[config.mk]
export PLATFORM = sky130hd
export DESIGN_NAME = my_spi_master
export DESIGN_NICKNAME = d
export VERILOG_FILES = /design/src/rtl/my_spi_master.sv
export SDC_FILE = /design/constraint.sdc
export NUM_CORES = 1
export LEC_CHECK = 0
export CORE_AREA = 2 2 97 99
export DETAILED_ROUTE_END_ITERATION = 8
export DIE_AREA = 0 0 99 101
export GPL_TIMING_DRIVEN = 0
export PLACE_DENSITY = 0.75
export SLEW_MARGIN = 10
export SYNTH_ARGS = -nofsm -noshare
export SYNTH_HDL_FRONTEND = slang
export SYNTH_SLANG_ARGS = --single-unit
[constraint.sdc]
create_clock -name theClock -period 2.8 [get_ports theClock]
set_input_delay 0.56 -clock theClock [delete_from_list [all_inputs] [get_ports theClock]]
set_output_delay 0.56 -clock theClock [all_outputs]
set_load 0.01 [all_outputs]
[src/rtl/my_spi_master.sv]
// SPI initiator for the 32-bit register link: {wr, addr[14:0]} then 16 data bits, MSB first.
// All SPI pins are registered; MISO is assumed already synchronised externally.
module my_spi_master #(
  parameter int unsigned CLK_DIV = 8,
  parameter int unsigned GAP_CYC = 16
) (
  input  logic        theClock,
  input  logic        theReset,
  input  logic        start,
  input  logic        wr,
  input  logic [14:0] addr,
  input  logic [15:0] wdata,
  output logic        busy,
  output logic        done,
  output logic [15:0] rdata,
  output logic        spi_sclk,
  output logic        spi_cs_n,
  output logic        spi_mosi,
  input  logic        spi_miso
);

  typedef enum logic [2:0] {StIdle, StSetup, StHigh, StLow, StHold, StGap} state_e;

  localparam logic [15:0] DivLast  = 16'(CLK_DIV - 1);
  // Hold spans the trailing low half-period after the last rise plus the CS hold time.
  localparam logic [15:0] HoldLast = 16'(2 * CLK_DIV - 1);
  localparam logic [15:0] GapLast  = (GAP_CYC > 1) ? 16'(GAP_CYC - 2) : 16'd0;

  state_e      r_state;
  logic [15:0] r_cnt;
  logic [4:0]  r_bit;
  logic [31:0] r_frame;
  logic [15:0] r_shadow;
  logic [15:0] r_rdata;
  logic        r_busy;
  logic        r_done;
  logic        r_sclk;
  logic        r_cs_n;
  logic        r_mosi;

  always_ff @(posedge theClock or posedge theReset) begin
    if (theReset) begin
      r_state  <= StIdle;
      r_cnt    <= '0;
      r_bit    <= '0;
      r_frame  <= '0;
      r_shadow <= '0;
      r_rdata  <= '0;
      r_busy   <= 1'b0;
      r_done   <= 1'b0;
      r_sclk   <= 1'b0;
      r_cs_n   <= 1'b1;
      r_mosi   <= 1'b0;
    end else begin
      r_done <= 1'b0;
      unique case (r_state)
        StIdle: begin
          if (start) begin
            r_frame  <= {wr, addr, wr ? wdata : 16'h0000};
            r_mosi   <= wr;
            r_cs_n   <= 1'b0;
            r_busy   <= 1'b1;
            r_cnt    <= '0;
            r_bit    <= '0;
            r_shadow <= '0;
            r_state  <= StSetup;
          end
        end
        StSetup: begin
          if (r_cnt == DivLast) begin
            r_sclk  <= 1'b1;
            r_cnt   <= '0;
            r_state <= StHigh;
          end else begin
            r_cnt <= r_cnt + 16'd1;
          end
        end
        StHigh: begin
          if (r_cnt == DivLast) begin
            r_sclk <= 1'b0;
            r_cnt  <= '0;
            if (r_bit == 5'd31) begin
              r_state <= StHold;
            end else begin
              r_mosi  <= r_frame[5'd30 - r_bit];
              r_state <= StLow;
            end
          end else begin
            r_cnt <= r_cnt + 16'd1;
          end
        end
        StLow: begin
          if (r_cnt == DivLast) begin
            // Sample MISO just before the rise of data bits 16..31.
            if (r_bit >= 5'd15) begin
              r_shadow <= {r_shadow[14:0], spi_miso};
            end
            r_sclk  <= 1'b1;
            r_cnt   <= '0;
            r_bit   <= r_bit + 5'd1;
            r_state <= StHigh;
          end else begin
            r_cnt <= r_cnt + 16'd1;
          end
        end
        StHold: begin
          if (r_cnt == HoldLast) begin
            r_cs_n <= 1'b1;
            r_cnt  <= '0;
            if (GAP_CYC <= 1) begin
              r_done  <= 1'b1;
              r_busy  <= 1'b0;
              r_rdata <= r_shadow;
              r_state <= StIdle;
            end else begin
              r_state <= StGap;
            end
          end else begin
            r_cnt <= r_cnt + 16'd1;
          end
        end
        StGap: begin
          // The final gap cycle is spent in idle with done asserted.
          if (r_cnt == GapLast) begin
            r_done  <= 1'b1;
            r_busy  <= 1'b0;
            r_rdata <= r_shadow;
            r_state <= StIdle;
          end else begin
            r_cnt <= r_cnt + 16'd1;
          end
        end
        default: r_state <= StIdle;
      endcase
    end
  end

  assign busy     = r_busy;
  assign done     = r_done;
  assign rdata    = r_rdata;
  assign spi_sclk = r_sclk;
  assign spi_cs_n = r_cs_n;
  assign spi_mosi = r_mosi;

endmodule

Word level (Yosys, flattened, before mapping)
Index checks and enable logic that the tools add are counted.
- add/sub/neg operators: 3
- $lt $le $gt $ge: 2
- eq/ne operators: 18
- muxes and demuxes: 36
- reductions and logical operators: 19
- operator list (cell ; count):
    $mux 16 ; 7
    $pmux 16 s4 ; 1
    $eq 16x4->1 const B ; 2
    $pmux 16 s2 ; 1
    $mux 3 ; 6
    $add 16x1->16 const B ; 1
    $eq 16x3->1 const B ; 1
    $ne 2x2->1 const B ; 8
    $pmux 3 s5 ; 1
    $reduce_and 3->1 ; 5
    $mux 1 ; 12
    $mux 5 ; 2
    $pmux 5 s2 ; 1
    $reduce_bool 2->1 ; 5
    $pmux 1 s2 ; 4
    $reduce_and 4->1 ; 2
    $eq 3x2->1 const B ; 2
    $eq 3x3->1 const B ; 2
    $lt 5x6->1 const B ; 1
    $add 5x1->5 const B ; 1
    $bmux 1 s5 ; 1
    $eq 5x5->1 const B ; 1
    $ge 5x4->1 const B ; 1
    $reduce_and 5->1 ; 1
    other kinds (8) ; 9
- register bits: 93
- input bits: 36
- logic and storage cells: 89

Logic depth before layout (Yosys ltp)
- depth after elaboration: 6
- mapped depth: 9
- gate-level depth less buffers: 8

Worst setup path after synthesis
No wires, ideal clock.
- path type: register -> register
- from: register r_bit[0]
- to: register r_mosi (netlist: spi_mosi)
- arrival: 2.049 ns
- required time: 2.672 ns
- path slack: 0.624 ns
- cell stages (with the launch flop): 8
- path through: dfrtp_1 ha_1 buf_1 mux4_2 mux4_2 nand2b_1 o2111ai_1 nand3_1
- word-level cells in the longest chain between the ends: 6
- ends and longest elaborated chain (what ; RTL line ; text):
    from (decl) ; 31 ; logic [4:0] r_bit;
    from (signal assigned) ; 100 ; r_bit <= r_bit + 5'd1;
    $sub 5x5->5 ; 85 ; r_mosi <= r_frame[5'd30 - r_bit];
    $bmux 1 s5 ; 85 ;
    $mux 1 (implied by the code) ; 85 ;
    $mux 1 ; 82 ; if (r_bit == 5'd31) begin
    $mux 1 ; 79 ; if (r_cnt == DivLast) begin
    $pmux 1 s2 ; 56 ; unique case (r_state)
    to (signal assigned) ; 60 ; r_mosi <= wr;
    to (signal assigned) ; 85 ;
    to (decl) ; 39 ; logic r_mosi;
Several ways; a longest one is shown, not always the timed one. The select of a mux whose other input is x is not followed.
A chain may end at the register's enable or synchronous reset.

Worst setup path after layout
Ends and elaborated chain as after synthesis.

==> results.yml <==
outcome:
  status: "finished, final reports clean"
synthesis:
  synth_edf_count: 0
  syn_nets: 457
  synthAdderAreaFrac_pct: 1.72
  synth_compound_area_share_pct: 9.67
  dominantRegCellSynth: "dfrtp_1"
  synthCells: 415
  synthMuxAreaShare_pct: 10.1
  synth_top_family_by_area: "simple AND/OR/NAND/NOR gates"
  ys_seq_area_share_pct: 53.2
  netlist_area_sq_um: 4370
  yosys_register_bits: 93
  syn_avg_cell_area_sq_um: 10.5
  yosys_warnings: 0
  synth_cell_types: 48
  synth_xor_xnor_area_share_pct: 3.20
  synthSimpleGateAreaFrac_pct: 18.7
  synthArstFlopShare_pct: 100
floorplanning:
  die_w_microns: 99
  num_rows: 35
  core_area_sq_um: 8980
  start_util_pct: 48.7
  die_area_sq_um: 10000
  die_h_microns: 101
  ios: 57
cells_and_area:
  drive_gt1_share_pct: 12.1
  diodes: 0
  multi_input_area_sq_um: 1900
  area_delta_synth_final_pct: 21.1
  nNetsFinal: 525
  seqCellArea_sq_um: 2330
  fillers: 744
sta:
  max-slew-margin-rel_pct: 55.3
  setup_viol: 0
  finalCritPeriodShare_pct: 89.2
  maxSlewViolCount: 0
  worstMarginPinSlew_ns: 0.664
  min_period_ns: 2.50
  grt_setup_unrepaired: "false"
  layout_setup_ws_ns: 0.303
  fin_skew_ns: 0.00921
  final_hold_viol_count: 0
  fmax_ghz: 0.400
  tns_ns: 0
setup_path:
  arrival_ns: 2.75
  end_kind: "flop"
  critPathKind: "reg2reg"
  crit_required_ns: 3.05
  critical_path.top_delay_family: "multiplexers"
  r2r_setup_slack_ns: 0.30
  crit_top_cell: "mux4_2"
  path_cells: "ha_1 > buf_1 > mux4_2 > mux4_2 > nand2b_1 > o2111ai_1 > nand3_1"
  start_kind: "flop"
  cp_max_fo: 9
  path_buf_inv: 1
  crit_slowest_cell: "dfrtp_1"
  slowest_delay_ns: 0.46
drt:
  avgViaCountPerCell: 5.46
  wire_per_inst_microns: 14.9
  drc: 0
  postRouteAntennaNets: 0
  vias: 3273
  drtIter0Drc: 200
  wl_microns: 8930
  dr.pass1.iters: 4
clocking:
  cts_tree: "built"
  clk_latency_ns: 0.37
  clock_path_buffers: 2
  cts_buffers: 9
  cts-root-buf: "clkbuf_8"
  cts_num_sinks: 93
  clkTransAtPathRegs_ns: 0.10
  cts_hold_buffers: 0
  htreeDepth: 3
  post-cts-setup-buffers: 0
  cts.repair.resized: 0
place:
  dpl_worst_slack_ns: 0.300
  gp_congestion: 0.871
  port_buffers: 55
  place_hpwl_microns: 6470
global_routing:
  grt_start_max_net_pins: 38
  grt_pass1_wl_microns: 15300
  grt_pass1_vias: 3287
  grt_overflow: 0
  antenna_found_initial: 0
  track_usage_pct: 19.0
job:
  maxCapViolCount: 0
power:
  power_density_nw_per_um2: 739
  vdd_ir_drop_max_uv: 391
  p_leak_nw: 2.43
worst_hold_path:
  worstHoldPathType: "reg2reg"
-- cells in the final DEF, fill, tap and decap left out, drive strengths merged, types with 4 or more instances in the layout --
| master | Yosys | routed |
|---|---|---|
| a21oi | 6 | 6 |
| a22o | 17 | 17 |
| and4 | 4 | 4 |
| buf | 11 | 13 |
| clkbuf | 12 | 21 |
| clkdlybuf4s50 | 0 | 55 |
| dfrtp | 92 | 92 |
| ha | 6 | 6 |
| inv | 9 | 12 |
| mux2 | 16 | 16 |
| mux4 | 10 | 10 |
| nand2 | 94 | 94 |
| nand3 | 17 | 17 |
| nand4 | 6 | 6 |
| nor2 | 25 | 25 |
| nor3 | 5 | 5 |
| nor4 | 9 | 9 |
| o21ai | 29 | 29 |
| or2 | 4 | 4 |
| xnor2 | 11 | 11 |
| xor2 | 5 | 5 |
-- cell type report --
| class | instances | share of cell area [%] |
|---|---|---|
| buffer | 23 | 2.17 |
| clock buffer | 9 | 2.34 |
| clock inverter | 7 | 1.25 |
| inverter | 9 | 0.709 |
| multi-input combinational | 290 | 35.8 |
| sequential | 93 | 44.0 |
| tap | 111 | 2.62 |
| timing repair buffer | 57 | 11.1 |
-- cells in the mapped netlist, types with 2 or more instances --
master / instances / area share [%]
buf_2: 6 / 0.69
nor3_1: 5 / 0.57
nor4_1: 8 / 1.1
mux2_2: 16 / 4.1
nor2b_1: 2 / 0.29
xnor2_1: 11 / 2.2
a21oi_1: 6 / 0.69
nor2_1: 24 / 2.1
clkbuf_2: 2 / 0.23
mux4_1: 7 / 4.2
nand3_1: 17 / 1.9
and3_1: 3 / 0.43
or2_2: 4 / 0.57
nand2b_1: 3 / 0.43
and4_1: 3 / 0.60
nand3b_1: 3 / 0.51
xor2_1: 5 / 1.0
o21ai_0: 27 / 3.1
nand2_1: 94 / 8.1
buf_4: 3 / 0.51
clkbuf_1: 10 / 0.86
a31oi_1: 2 / 0.29
nand4_1: 6 / 0.86
inv_1: 9 / 0.77
ha_1: 6 / 1.7
o21a_1: 2 / 0.34
a22o_1: 17 / 3.4
mux4_2: 3 / 1.5
dfrtp_1: 92 / 53
-- registers in the layout, indices dropped and copies added (netlist names) --
name,flops
r_frame,32
r_cnt,16
r_shadow,16
rdata,16
r_bit,5
r_state,3
busy,1
done,1
spi_cs_n,1
spi_mosi,1
spi_sclk,1
-- kinds of logic after synthesis --
logic type,count (synthesis)
AO/OA/AOI/OAI,64
XOR/XNOR,16
adder cells (fa/ha/maj),6
buffers and inverters,32
flip-flops,93
multiplexers,27
AND/OR/NAND/NOR,177
-- through the flow --
stage / cell area (sq um) / total power [mW] / hold WS (ns) / instances / utilization (%)
6_report: 5300 / 3.91 / 0.482 / 599 / 59.0
5_1_grt: 5300 / 4.16 / 0.504 / 599 / 59.0
4_1_cts: 5300 / 3.92 / 0.484 / 599 / 59.0
3_5_place_dp: 5110 / 3.07 / 0.460 / 583 / 56.9
3_3_place_gp: 5070 / 3.00 / 0.449 / 581 / 56.4
2_1_floorplan: 4380 / 2.70 / 0.437 / 415 / -
-- where the power goes --
part	internal (mW)	leakage, nW	switching (mW)
registers	1.66	1.23	0.224
clock network	0.343	0.0900	0.530
logic	0.568	1.11	0.590
total	2.57	2.43	1.34
-- worst paths after layout --
check                                        startpoint  cells after the start                 endpoint
worst max-delay path               r_bit[0]$_DFFE_PP0P_                      7     spi_mosi$_DFFE_PP0P_
worst min-delay path            r_frame[14]$_DFFE_PP0P_                      2  r_frame[14]$_DFFE_PP0P_
worst max register to register     r_bit[0]$_DFFE_PP0P_                      7     spi_mosi$_DFFE_PP0P_
worst min register to register  r_frame[14]$_DFFE_PP0P_                      2  r_frame[14]$_DFFE_PP0P_
max in group asynchronous                      theReset                      3     spi_cs_n$_DFFE_PP1P_
min in group asynchronous                      theReset                      2     rdata[0]$_DFFE_PP0P_
-- tightest hold or removal path, delay by kind of cell (launching register included) --
kind	cells	cell delay (ns)
DFF	1	0.35
AOI/OAI and AO/OA	1	0.06
and+or+nand+nor	1	0.05
-- routing by layer --
| metal | vias to the layer above | share of wire, % | wire, microns | GRT usage, % |
|---|---|---|---|---|
| li1 | 1584 | - | - | - |
| met1 | 1589 | 47 | 4200 | 26.6 |
| met2 | 91 | 46 | 4150 | 29.3 |
| met3 | 9 | 5.2 | 467 | 4.23 |
| met4 | 0 | 1.3 | 115 | 6.95 |
| met5 | - | 0 | 0 | 0 |
Power figures use the tool's default switching activity.
==> edit, RTL diff (same settings) <==
The 6 states of `state_e` get a one-hot encoding in 6 bits.
--- a/src/rtl/my_spi_master.sv
+++ b/src/rtl/my_spi_master.sv
@@ -20,5 +20,5 @@
 );
 
-  typedef enum logic [2:0] {StIdle, StSetup, StHigh, StLow, StHold, StGap} state_e;
+  typedef enum logic [5:0] {StIdle = 6'b000001, StSetup = 6'b000010, StHigh = 6'b000100, StLow = 6'b001000, StHold = 6'b010000, StGap = 6'b100000} state_e;
 
   localparam logic [15:0] DivLast  = 16'(CLK_DIV - 1);
Behaviour: same outputs for any inputs over 10 cycles, from zero or initial values and one cycle with theReset high; not proved beyond that.
==> edit against the original RTL <==
Wire length rose by 6.0%. Final area is 4.6% higher. Power fell by 2.5%. Critical path depth shrank 2. Sequential cell count is 3 higher. Area after synthesis up 5.1%. Worst setup slack got worse by 99 ps. Final cell count is 8.0% higher. Critical path type unchanged. Largest cell class unchanged.
==> edit: results (changes against the original RTL) <==
Outcome:
- The flow ran to the end, and the final reports show no timing, DRC or antenna violations.

Place:
- The placed standard-cell area was 5333 sq um (+4.4%).
- The number of placed cells counting well taps is 631 (+8.2%).
- The placed wire-length estimate is 6938 microns (+7.2%).
- The pre-CTS setup slack is -73.56 ps (-373.8 ps).
- The weighted congestion at the end of routability-driven global placement came to 0.8099 (-7.0%).

STA:
- The transition time at the pin with the least slew margin came to 608.6 ps (-55.84 ps).
- The clock skew after layout was 16.12 ps (+6.915 ps).
- The worst hold slack is 473.2 ps (-8.428 ps).

Clock tree:
- The number of gates resized after CTS was 1 (+1).
- The clock transition at the register clock pins on the worst setup and hold paths after CTS came to 100 ps (about the same).
- The maximum buffer depth of the clock tree is 2 (unchanged).
- The clock latency at the later pin of the worst-skew pair is 370 ps (about the same).
- The number of setup buffers added after CTS is 0 (unchanged).

Power:
- The leakage power is 2.465 nW (+1.5%).
- The clock share of power came to 0.228 (+0.005).
- The maximum vdd ir drop is 448.4 uV (+15%).
- The sequential share of power is 0.474 (-0.007).
- The total net switching power is 0.001352 W (+0.57%).
- The reported sequential group power was 0.00181 W (-4%).

Synth:
- The synthesized area per cell is 9.934 sq um (-5.8%).
- The sequential area share after synthesis was 0.5229 (-0.009472).
- By count the netlist is led by sky130_fd_sc_hd__nand2_1 (142), sky130_fd_sc_hd__dfrtp_1 (94), sky130_fd_sc_hd__o21ai_0 (33).
- The synthesized net count is 505 (+11%).
- Ranked by total cell area, the synthesized netlist is headed by sky130_fd_sc_hd__dfrtp_1 (51%), sky130_fd_sc_hd__nand2_1 (12%), sky130_fd_sc_hd__mux4_2 (4.9%).

Final layout:
- The finished layout cell area was 5540 sq um (+4.6%).
- The count of placed standard cells in the final layout, fillers left out is 647 (+8.0%).
- The post-layout net count is 573 (+9.1%).
- The share of post-route cells with drive strength above 1 was 0.1269 (+0.005964).
- The flip-flop count of the largest register after layout is 32 (unchanged).

GRT:
- The met1 track utilization from global routing is 0.2734 (+0.007398).
- The overall routing resource usage came to 0.2034 (+0.01353).
- The wire length of the first global-routing pass is 16160 microns (+5.7%).
- The largest net degree at the start of global routing is 39 (+2.6%).
- The met2 layer usage reported by global route is 0.3290 (+0.03638).

Worst hold path:
- For hold timing, the worst endpoint is r_frame[5].
- In this run the most critical hold path is launched from r_frame[5].
- The number of instances on the worst hold path is 2 (unchanged).
- The min-delay analysis places its worst path in the category register to register.

Setup path:
- The endpoint identified for the worst register-to-register timing path is rdata[1].
- The depth of the worst register-to-register path is 5 (-2).
- The startpoint identified for the worst register-to-register timing path is r_cnt[11].
- The largest fanout on the critical path came to 10 (+1).
- The setup slack of the most critical reg-to-reg path was 200 ps (-100 ps).

Route:
- The total number of vias is 3533 (+7.9%).
- The routed length on met3 is 360 microns (-23%).
- The highest metal layer used by the detailed router is met4.
- The sum of routed wire segments on met1 is 4394 microns (+4.7%).
- The iteration-0 DRC count of the detailed router is 172 (-14%).
- The detailed route wirelength on metal2 is 4566 microns (+10%).
- The first-pass iteration count of the detailed router is 4 (unchanged).
- The average wire length per cell after detail routing is 14.63 microns (-1.9%).
-- edit: cell count changes after synthesis, sizes merged, moves of 7 or more --
| cell | unedited run | this run |
|---|---|---|
| nor2 | 25 | 11 |
| nand2 | 94 | 142 |
| a22o | 17 | 1 |
| xnor2 | 11 | 3 |
| o31ai | 1 | 9 |
| a2bb2oi | 0 | 7 |
| nand3 | 17 | 30 |
-- edit: worst max path at each step --
stage | from | cells past startpoint | slack [ps] | end
5_1_grt | r_cnt[10] | 5 | 8 | rdata[1]
3_3_place_gp | start | 7 | 40 | r_shadow[1]
6_report | r_cnt[11] | 5 | 200 | rdata[1]
4_1_cts | r_cnt[7] | 7 | 70 | r_cnt[3]
3_5_place_dp | start | 7 | -70 | r_shadow[9]
2_1_floorplan | r_state[4] | 9 | 570 | r_cnt[14]
-- edit: cells by family after synthesis --
family                   synth area share
AO/OA/AOI/OAI                     0.09712
XOR/XNOR                          0.01143
adder cells (fa/ha/maj)           0.01632
buffers and inverters             0.03183
flip-flops                         0.5229
multiplexers                      0.09032
AND/OR/NAND/NOR                    0.2301
-- edit: critical path, stage by stage (launching register included) --
cell and delay, ps:
sky130_fd_sc_hd__dfrtp_1 450, sky130_fd_sc_hd__nor4_1 520, sky130_fd_sc_hd__nand3_1 340, sky130_fd_sc_hd__nor3_4 500, sky130_fd_sc_hd__buf_2 320, sky130_fd_sc_hd__mux2_2 360
-- edit: cell type report --
type / count / share of cell area
Buffer: 24 / 0.02100
Clock inverter: 7 / 0.01061
Multi-Input combinational cell: 335 / 0.3742
Sequential cell: 96 / 0.4341
Tap cell: 111 / 0.02507
Clock buffer: 9 / 0.02236
Timing Repair Buffer: 57 / 0.1066
Inverter: 8 / 0.006098
